--- src/rtl/systolic_result_drain_if.sv ---
// Result stream from the drain to a narrow consumer: one element per beat with row/col tags.
interface systolic_result_drain_if #(
  parameter int unsigned N = 3,
  parameter int unsigned W = 17
);
  localparam int unsigned RcW = (N > 1) ? $clog2(N) : 1;

  logic           out_valid;
  logic           out_ready;
  logic [W-1:0]   out_data;
  logic [RcW-1:0] out_row;
  logic [RcW-1:0] out_col;
  logic           out_last;

  modport master (
    output out_valid,
    output out_data,
    output out_row,
    output out_col,
    output out_last,
    input  out_ready
  );

  modport slave (
    input  out_valid,
    input  out_data,
    input  out_row,
    input  out_col,
    input  out_last,
    output out_ready
  );
endinterface

--- src/rtl/systolic_result_drain.sv ---
// Captures an N*N result set from the systolic array and streams it out row-major,
// one element per beat, over a valid/ready handshake.
module systolic_result_drain #(
  parameter int unsigned N = 3,
  parameter int unsigned W = 17
) (
  input  logic                    clk,
  input  logic                    reset,
  input  logic                    res_valid,
  input  logic [N*N*W-1:0]        c_flat,
  systolic_result_drain_if.master out_if,
  output logic                    busy,
  output logic                    overrun,
  input  logic                    clr_overrun
);
  localparam int unsigned Elems = N * N;
  localparam int unsigned IdxW  = (Elems > 1) ? $clog2(Elems) : 1;
  localparam int unsigned RcW   = (N > 1) ? $clog2(N) : 1;

  typedef enum logic [0:0] {StIdle, StDrain} state_e;

  state_e          state_q, state_d;
  logic [IdxW-1:0] idx_q, idx_d;
  logic [W-1:0]    buf_q [Elems];
  logic [W-1:0]    buf_d [Elems];
  logic            overrun_q, overrun_d;

  logic            is_last;
  logic            xfer;
  logic [IdxW-1:0] idx_row, idx_col;

  assign is_last = (idx_q == IdxW'(Elems - 1));
  assign xfer    = (state_q == StDrain) && out_if.out_ready;
  assign idx_row = idx_q / IdxW'(N);
  assign idx_col = idx_q % IdxW'(N);

  always_comb begin
    state_d   = state_q;
    idx_d     = idx_q;
    buf_d     = buf_q;
    overrun_d = overrun_q & ~clr_overrun;
    unique case (state_q)
      StIdle: begin
        if (res_valid) begin
          for (int k = 0; k < int'(Elems); k++) buf_d[k] = c_flat[k*W +: W];
          idx_d   = '0;
          state_d = StDrain;
        end
      end
      StDrain: begin
        if (xfer && is_last) begin
          idx_d = '0;
          // A set arriving on the last-beat transfer reloads with no bubble.
          if (res_valid) begin
            for (int k = 0; k < int'(Elems); k++) buf_d[k] = c_flat[k*W +: W];
          end else begin
            state_d = StIdle;
          end
        end else begin
          if (xfer) idx_d = idx_q + IdxW'(1);
          if (res_valid) overrun_d = 1'b1;
        end
      end
      default: state_d = StIdle;
    endcase
  end

  always_ff @(posedge clk or posedge reset) begin
    if (reset) begin
      state_q   <= StIdle;
      idx_q     <= '0;
      overrun_q <= 1'b0;
      for (int k = 0; k < int'(Elems); k++) buf_q[k] <= '0;
    end else begin
      state_q   <= state_d;
      idx_q     <= idx_d;
      overrun_q <= overrun_d;
      buf_q     <= buf_d;
    end
  end

  // Outputs are gated by state so they read zero whenever nothing is being offered.
  always_comb begin
    out_if.out_valid = 1'b0;
    out_if.out_data  = '0;
    out_if.out_row   = '0;
    out_if.out_col   = '0;
    out_if.out_last  = 1'b0;
    if (state_q == StDrain) begin
      out_if.out_valid = 1'b1;
      out_if.out_data  = buf_q[idx_q];
      out_if.out_row   = RcW'(idx_row);
      out_if.out_col   = RcW'(idx_col);
      out_if.out_last  = is_last;
    end
  end

  assign busy    = (state_q == StDrain);
  assign overrun = overrun_q;
endmodule

--- src/flat_wrapper.sv ---
// flat-port wrapper written by rule: the top's interface ports become plain ports
module systolic_result_drain_flat 
#(
  parameter int unsigned N = 3,
  parameter int unsigned W = 17
)
  (clk, reset, res_valid, c_flat, busy, overrun, clr_overrun, out_if_out_valid, out_if_out_data, out_if_out_row, out_if_out_col, out_if_out_last, out_if_out_ready);
  systolic_result_drain_if #(.N(N), .W(W)) out_if_i ();
  input  logic clk;
  input  logic reset;
  input  logic res_valid;
  input  logic [N*N*W-1:0] c_flat;
  output logic busy;
  output logic overrun;
  input  logic clr_overrun;
  output wire logic [$bits(out_if_i.out_valid)-1:0] out_if_out_valid;
  output wire logic [$bits(out_if_i.out_data)-1:0] out_if_out_data;
  output wire logic [$bits(out_if_i.out_row)-1:0] out_if_out_row;
  output wire logic [$bits(out_if_i.out_col)-1:0] out_if_out_col;
  output wire logic [$bits(out_if_i.out_last)-1:0] out_if_out_last;
  input wire logic [$bits(out_if_i.out_ready)-1:0] out_if_out_ready;
  assign out_if_out_valid = out_if_i.out_valid;
  assign out_if_out_data = out_if_i.out_data;
  assign out_if_out_row = out_if_i.out_row;
  assign out_if_out_col = out_if_i.out_col;
  assign out_if_out_last = out_if_i.out_last;
  assign out_if_i.out_ready = out_if_out_ready;
  systolic_result_drain #(.N(N), .W(W)) u_core (.clk(clk), .reset(reset), .res_valid(res_valid), .c_flat(c_flat), .out_if(out_if_i), .busy(busy), .overrun(overrun), .clr_overrun(clr_overrun));
endmodule
--- config.mk ---
export PLATFORM = sky130hd
export DESIGN_NAME = systolic_result_drain_flat
export DESIGN_NICKNAME = d
export VERILOG_FILES = /design/src/rtl/systolic_result_drain_if.sv /design/src/rtl/systolic_result_drain.sv /design/src/flat_wrapper.sv
export SDC_FILE = /design/constraint.sdc
export NUM_CORES = 1
export LEC_CHECK = 0
export BUFFER_PORTS_ARGS = -buffer_cell sky130_fd_sc_hd__clkbuf_2
export CORE_MARGIN = 2
export CORE_UTILIZATION = 30
export DETAILED_ROUTE_END_ITERATION = 12
export GPL_TIMING_DRIVEN = 0
export MAX_ROUTING_LAYER = met4
export PLACE_DENSITY = 0.61
export SYNTH_ARGS = -nofsm -noshare
export SYNTH_HDL_FRONTEND = slang
export SYNTH_SLANG_ARGS = --single-unit
--- constraint.sdc ---
create_clock -name clk -period 3.9 [get_ports clk]
set_input_delay 0 -clock clk [delete_from_list [all_inputs] [get_ports clk]]
set_output_delay 0 -clock clk [all_outputs]
set_load 0.1 [all_outputs]
==> summary.md, run 1 <==
| Metric | Value |
|---|---|
| CTS Buffer Depth | 2 |
| Via count | 5,707 |
| Minimum clock period | 3.64 ns |
| Flop pwr share | 31.6% |
| Placement Setup Slack | 0.122 ns |
| Status | finished, final reports clean |
| Residual DRC | 0 |
| Flops & latches, synth | 159 |
| Vias in the first global route | 6,238 |
| Skew final | 0.00434 ns |
| First DRT Iteration DRCs | 217 |
| Internal Dissipation | 5500 µW |
| Buffers added on ports | 182 |
| Hold_ws | 0.198 ns |
| Largest net degree at the start of global routing | 39 |
| Leakage | 0.00514 µW |
| CTS tree | done |
| Post-synth EDFFs | 0 |
| R2R Setup Slk | 1.20 ns |
| Clock transition at path regs | 0.07 ns |
| ANT cells | 0 |
| Syn_nets | 686 |
| Sum Neg Setup Slack | 0 ns |
| Crit Path Max Fanout | 10 |
| Layout area overhead | 46.7% |
| Power share of the clock group | 19.0% |
| First-pass GRT wire length | 36,800 µm |
| Combinational power share | 49.4% |
| Clk_lat worst skew | 0.41 ns |
| Overall power | 9300 µW |
| Final Hold Fails | 0 |
| RePlAce Congestion | 0.776 |
| Final net count | 1,048 |
| Yosys top cell by area | dfrtp_1 |
| Initial Util | 30.6% |
| Power Density | 821 nW/µm² |
| Gr ovfl total | 0 |
| Cell Rows | 58 |
| Worst EP required | 3.90 ns |
| Post-synth top area share | 51.5% |
| Root buf cell | clkbuf_16 |
| Final period util | 93.2% |
| Cell variety after synth | 37 |
| Sw Ratio | 40.8% |
| Ports | 183 |
| Crit path kind | reg -> out |
| Most frequent cells in the layout | clkbuf_2, dfrtp_1, dlygate4sd3_1 |
| CP endpoint kind | primary output |
| Max Fclk | 275 MHz |
| Die Y | 164 µm |
| Share of cells above drive strength 1 | 49.1% |
| Post-DR wirelength/cell | 20.1 µm |
| Commonest non-fill, non-tap cell in the layout | clkbuf_2 |
| Post-synth ARST share | 100% |
| Mapped Cells | 522 |
| Netlist Area Pre-Place | 7720 µm² |
| Hold crit path type | in -> async |
| Fillers | 2,303 |
| Worst slew pin tran | 1.11 ns |
| Slew HR | 26.0% |
| Finished Cell Area | 11,300 µm² |
| Switch Pwr | 3800 µW |
| Setup crit start kind | flop |
| Core area | 25,300 µm² |
| Sink Count | 159 |
| Synth Flop Type | dfrtp_1 |
| GRT Util Overall | 19.2% |
| Seq/Total Area, Yosys | 51.5% |
| Placed instance area | 9130 µm² |
| VDD IR max | 0.00140 V |
| Final slew viol count | 0 |
| # H-tree levels | 4 |
| Max_cap viols | 0 |
| WP data arrival | 3.64 ns |
| Drt total wl | 24,600 µm |
| First-pass DRT Iterations | 5 |
| Top post-synthesis cells by area | dfrtp_1, mux2_2, mux2_4 |
| Count of final setup violators | 0 |
| Die width | 164 µm |
| Yosys warning count | 0 |
| Setup ws final | 0.264 ns |
| Die area | 27,000 µm² |
| Initial antenna violation count | 0 |
| Antenna viol nets, final | 0 |
| Dpl hpwl | 17,000 µm |
| Syn avg cell area | 14.8 µm² |
| Via density | 4.65 |
| RSZ-0062 raised after global routing | no |
| CTS buffer count | 17 |
==> critical path: stages, from the launching register on <==
cell and delay, ns:
dfrtp_1 0.41, buf_2 0.19, nand2b_1 0.17, clkinv_1 0.26, ha_1 0.26, inv_1 0.06, ha_1 0.22, nor2b_1 0.06
a221oi_1 0.28, ha_1 0.25, nor2b_1 0.06, a32o_1 0.32, nor2_1 0.18, clkbuf_2 0.49
==> final timing paths <==
check / start / cells past startpoint / to
max: u_core.idx_q[2] / 13 / out_if_out_row[0]
min: reset / 3 / u_core.buf_q[123]
max reg2reg: u_core.idx_q[1] / 11 / u_core.buf_q[115]
min reg2reg: u_core.buf_q[29] / 1 / u_core.buf_q[29]
max in group asynchronous: reset / 5 / u_core.buf_q[16]
min in group clk: c_flat[102] / 3 / u_core.buf_q[34]
==> metal layers <==
metal	GRT usage, %	wire, µm	share of wire [%]
met4	5.02	404	1.6
met2	31.2	12100	49
met5	-	0	0
met1	25.1	11200	46
met3	3.31	907	3.7
==> registers in the layout, indices dropped and copies added (netlist names) <==
register and flops:
u_core.buf_q 153, u_core.idx_q 4, u_core.busy 1, u_core.overrun 1
==> area by class of cell <==
| cell class | count | area, µm² | area share, % |
|---|---|---|---|
| Buffer | 34 | 236 | 2.09 |
| Clock inverter | 13 | 160 | 1.41 |
| Multi-Input combinational cell | 321 | 3480 | 30.7 |
| Clock buffer | 19 | 453 | 4.00 |
| Tap cell | 330 | 413 | 3.64 |
| Sequential cell | 159 | 3980 | 35.1 |
| Inverter | 7 | 30.0 | 0.265 |
| Timing Repair Buffer | 344 | 2580 | 22.8 |
==> logic make-up after synthesis <==
group,share of synthesized area [%]
xor+xnor,0.113
compound gates,4.36
mux,35.6
fa+ha+maj,0.972
flops,51.5
buf+inv,3.42
simple gates,4.00
==> synthesized netlist by cell type, drive strengths merged (2+ instances only) <==
master and n:
a2bb2oi 7, and2 2, ha 6, o21ai 2, nor2 5, nand2 30
a221oi 11, mux2 170, dfrtp 159, a21oi 12, nor3 12, a31oi 7
nor3b 2, nor2b 5, clkbuf 3, buf 32, inv 6, nand2b 2
mux4 17, a32o 2, mux2i 19
==> power groups by stage <==
stage / registers (µW) / logic [µW] / clock network (µW)
floorplan: 2810 / 3560 / 0
global placement: 2940 / 4430 / 0
detailed placement: 2950 / 4490 / 0
CTS: 2930 / 4620 / 1800
global route: 3030 / 4870 / 1890
finish: 2940 / 4590 / 1770
==> stage by stage <==
stage          util [%]  cells
2_1_floorplan         -    522
3_3_place_gp       35.8   1034
4_1_cts            44.8   1227
5_1_grt            44.9   1227
6_report           44.9   1227
3_5_place_dp       36.2   1038
==> repair_timing <==
action | CTS | global route
hold buffers | 158 | 0
hold endpoints to repair | 181 | 0
resized for setup | 0 | 6
setup buffers | 0 | 0
endpoints found under the setup margin | 3 | 3
No activity file was read; power rests on OpenSTA's default activity.
==> run 2, diff against run 1 <==
- CAP_MARGIN: not set -> 20
- CELL_PAD_IN_SITES_DETAIL_PLACEMENT: not set -> 0
- CELL_PAD_IN_SITES_GLOBAL_PLACEMENT: not set -> 1
- PLACE_DENSITY: 0.61 -> 0.71
==> summary.md, run 2 (synthesized netlist as in run 1, its figures left out) <==
| Metric | Value |
|---|---|
| Largest stage delay, worst path | 0.50 ns (about the same) |
| CTS tree | done |
| Slew HR | 28.5% (+2.6 points) |
| Worst EP required | 3.90 ns (about the same) |
| First-pass GRT wire length | 36,200 µm (-1.4%) |
| Post-CTS Setup Inserts | 0 (unchanged) |
| Power Density | 816 nW/µm² (-0.50%) |
| Via density | 4.59 (-1.3%) |
| Combinational power share | 49.3% (about the same) |
| Die Y | 164 µm (unchanged) |
| First DRT Iteration DRCs | 231 (+6.5%) |
| Max Fclk | 277 MHz (+0.68%) |
| Critical R2R Launch | u_core.idx_q[1] |
| Internal Dissipation | 5490 µW (about the same) |
| Overall power | 9250 µW (-0.50%) |
| Reg with most FFs | u_core.buf_q |
| RePlAce Congestion | 0.804 (+3.6%) |
| Cell Rows | 58 (unchanged) |
| Placement Setup Slack | 0.120 ns (-0.00205 ns) |
| WP data arrival | 3.61 ns (-0.03 ns) |
| Reg-to-Reg End | u_core.buf_q[80] |
| Sink Count | 159 (unchanged) |
| Buffers added on ports | 182 (unchanged) |
| VDD IR max | 0.000995 V (-29%) |
| Root buf cell | clkbuf_16 |
| Share of cells above drive strength 1 | 49.0% (-0.057 points) |
| Minimum clock period | 3.61 ns (-0.0246 ns) |
| Largest regs | u_core.buf_q (153), u_core.idx_q (4) |
| Delay-heaviest family, CP | buffers and inverters |
| GRT Util Overall | 18.9% (-0.37 points) |
| Core area | 25,300 µm² (unchanged) |
| Drt total wl | 23,800 µm (-3.4%) |
| CP endpoint kind | primary output |
| Switch Pwr | 3750 µW (-1.1%) |
| Status | finished, final reports clean |
| Final slew viol count | 0 (unchanged) |
| Max reg flops | 153 (unchanged) |
| Worst slew pin tran | 1.06 ns (-0.0437 ns) |
| Largest net degree at the start of global routing | 40 (+2.6%) |
| Skew final | 0.0101 ns (+0.00580 ns) |
| CTS Buffer Depth | 2 (unchanged) |
| R2R Setup Slk | 1.24 ns (+0.04 ns) |
| Via count | 5,626 (-1.4%) |
| Max_cap viols | 0 (unchanged) |
| Hold crit path type | in -> async |
| Post-DR wirelength/cell | 19.4 µm (-3.3%) |
| Slowest cell on crit path | clkbuf_2 |
| Crit Path Max Fanout | 10 (unchanged) |
| Sw Ratio | 40.6% (-0.24 points) |
| Hold_ws | 0.174 ns (-0.0234 ns) |
| Initial Util | 30.6% (unchanged) |
| Ports | 183 (unchanged) |
| Power share of the clock group | 19.0% (about the same) |
| Residual DRC | 0 (unchanged) |
| Buffers and inverters on the worst path | 4 (unchanged) |
| Most common cell type on the critical path | ha_1 |
| Setup ws final | 0.289 ns (+0.0246 ns) |
| Dpl hpwl | 16,800 µm (-1.2%) |
| Count of final setup violators | 0 (unchanged) |
| Initial antenna violation count | 0 (unchanged) |
| Antenna viol nets, final | 0 (unchanged) |
| RSZ-0062 raised after global routing | no |
| # H-tree levels | 4 (unchanged) |
| Layout area overhead | 46.7% (unchanged) |
| Flop pwr share | 31.7% (about the same) |
| Final period util | 92.6% (-0.63 points) |
| Placed Cells | 1,038 (unchanged) |
| Gr ovfl total | 0 (unchanged) |
| Final net count | 1,048 (unchanged) |
| Crit path kind | reg -> out |
| Reg2Reg Depth | 11 (unchanged) |
| ANT cells | 0 (unchanged) |
| Sum Neg Setup Slack | 0 ns (unchanged) |
| Leakage | 0.00512 µW (-0.23%) |
| First-pass DRT Iterations | 4 (-1) |
| Setup crit start kind | flop |
| Clk_lat worst skew | 0.42 ns (about the same) |
| Die width | 164 µm (unchanged) |
| Clock transition at path regs | 0.06 ns (about the same) |
| Finished Layout Cells | 1,226 (-0.081%) |
| Final Hold Fails | 0 (unchanged) |
| Die area | 27,000 µm² (unchanged) |
| Vias in the first global route | 6,214 (-0.38%) |
| CTS buffer count | 17 (unchanged) |
| Most frequent cells in the layout | clkbuf_2, dfrtp_1, dlygate4sd3_1 |
| Commonest non-fill, non-tap cell in the layout | clkbuf_2 |
| Cells along the critical path | buf_2 -> nand2b_1 -> clkinv_1 -> ha_1 -> inv_1 -> ha_1 -> nor2b_1 -> a221oi_1 -> ha_1 -> nor2b_1 -> a32o_1 -> nor2_1 -> clkbuf_2 |
run 2: changes by cell type in the layout (fill, tap and decap cells not counted), sizes merged:
cell / previous run / this run
inv: 8 / 7
clkbuf: 204 / 205
buf: 35 / 34
clkinvlp: 3 / 5
clkinv: 6 / 4
run 2: how the worst max path moves through the flow:
stage	from	to	slack (ns)	cells past startpoint
3_5_place_dp	u_core.idx_q[0]	out_if_out_col[1]	0.12	12
3_3_place_gp	u_core.idx_q[0]	out_if_out_col[1]	0.05	12
2_1_floorplan	u_core.idx_q[0]	out_if_out_col[1]	0.20	11
4_1_cts	u_core.idx_q[0]	out_if_out_col[1]	0.10	11
5_1_grt	u_core.idx_q[2]	out_if_out_row[0]	0.02	13
6_report	u_core.idx_q[2]	out_if_out_row[0]	0.29	13
run 2: final cells by class:
cell class	instances	area, µm²
Tap cell	330	413
Fill cell	2337	13900
Buffer	34	236
Multi-Input combinational cell	321	3480
Timing Repair Buffer	344	2580
Inverter	7	30.0
Clock inverter	12	160
Sequential cell	159	3980
Clock buffer	19	453
run 2: worst reg2reg max path, delay by kind of cell (launching register included):
| family | cells | cell delay [ns] |
|---|---|---|
| mux | 1 | 0.32 |
| fa+ha+maj | 1 | 0.18 |
| buf+inv | 6 | 1.09 |
| flops | 1 | 0.42 |
| simple gates | 2 | 0.30 |
| compound gates | 1 | 0.22 |
run 2: what timing repair did:
| item | in CTS | in global routing |
|---|---|---|
| endpoints found under the hold margin | 178 | 0 |
| gates resized for setup | 0 | 5 |
| hold buffers | 158 | 0 |
| endpoints found under the setup margin | 3 | 3 |
run 2: through the flow:
stage | utilization, % | instance area, µm²
6_report | 44.9 | 11300
2_1_floorplan | - | 7730
3_5_place_dp | 36.2 | 9130
3_3_place_gp | 35.8 | 9050
5_1_grt | 44.9 | 11300
4_1_cts | 44.8 | 11300
run 2: power groups by stage:
stage / sequential, µW / combinational (µW) / clock, µW
finish: 2940 / 4560 / 1760
global route: 3040 / 4850 / 1870
CTS: 2930 / 4590 / 1790
detailed placement: 2950 / 4460 / 0
global placement: 2930 / 4410 / 0
floorplan: 2810 / 3560 / 0
run 2: metal layers:
metal | up-vias | part of all wire, % | GRT usage (%)
met5 | - | 0 | -
met4 | 0 | 2.0 | 5.45
met3 | 28 | 3.9 | 3.31
met2 | 149 | 48 | 29.8
met1 | 2810 | 46 | 25.1
li1 | 2639 | - | -
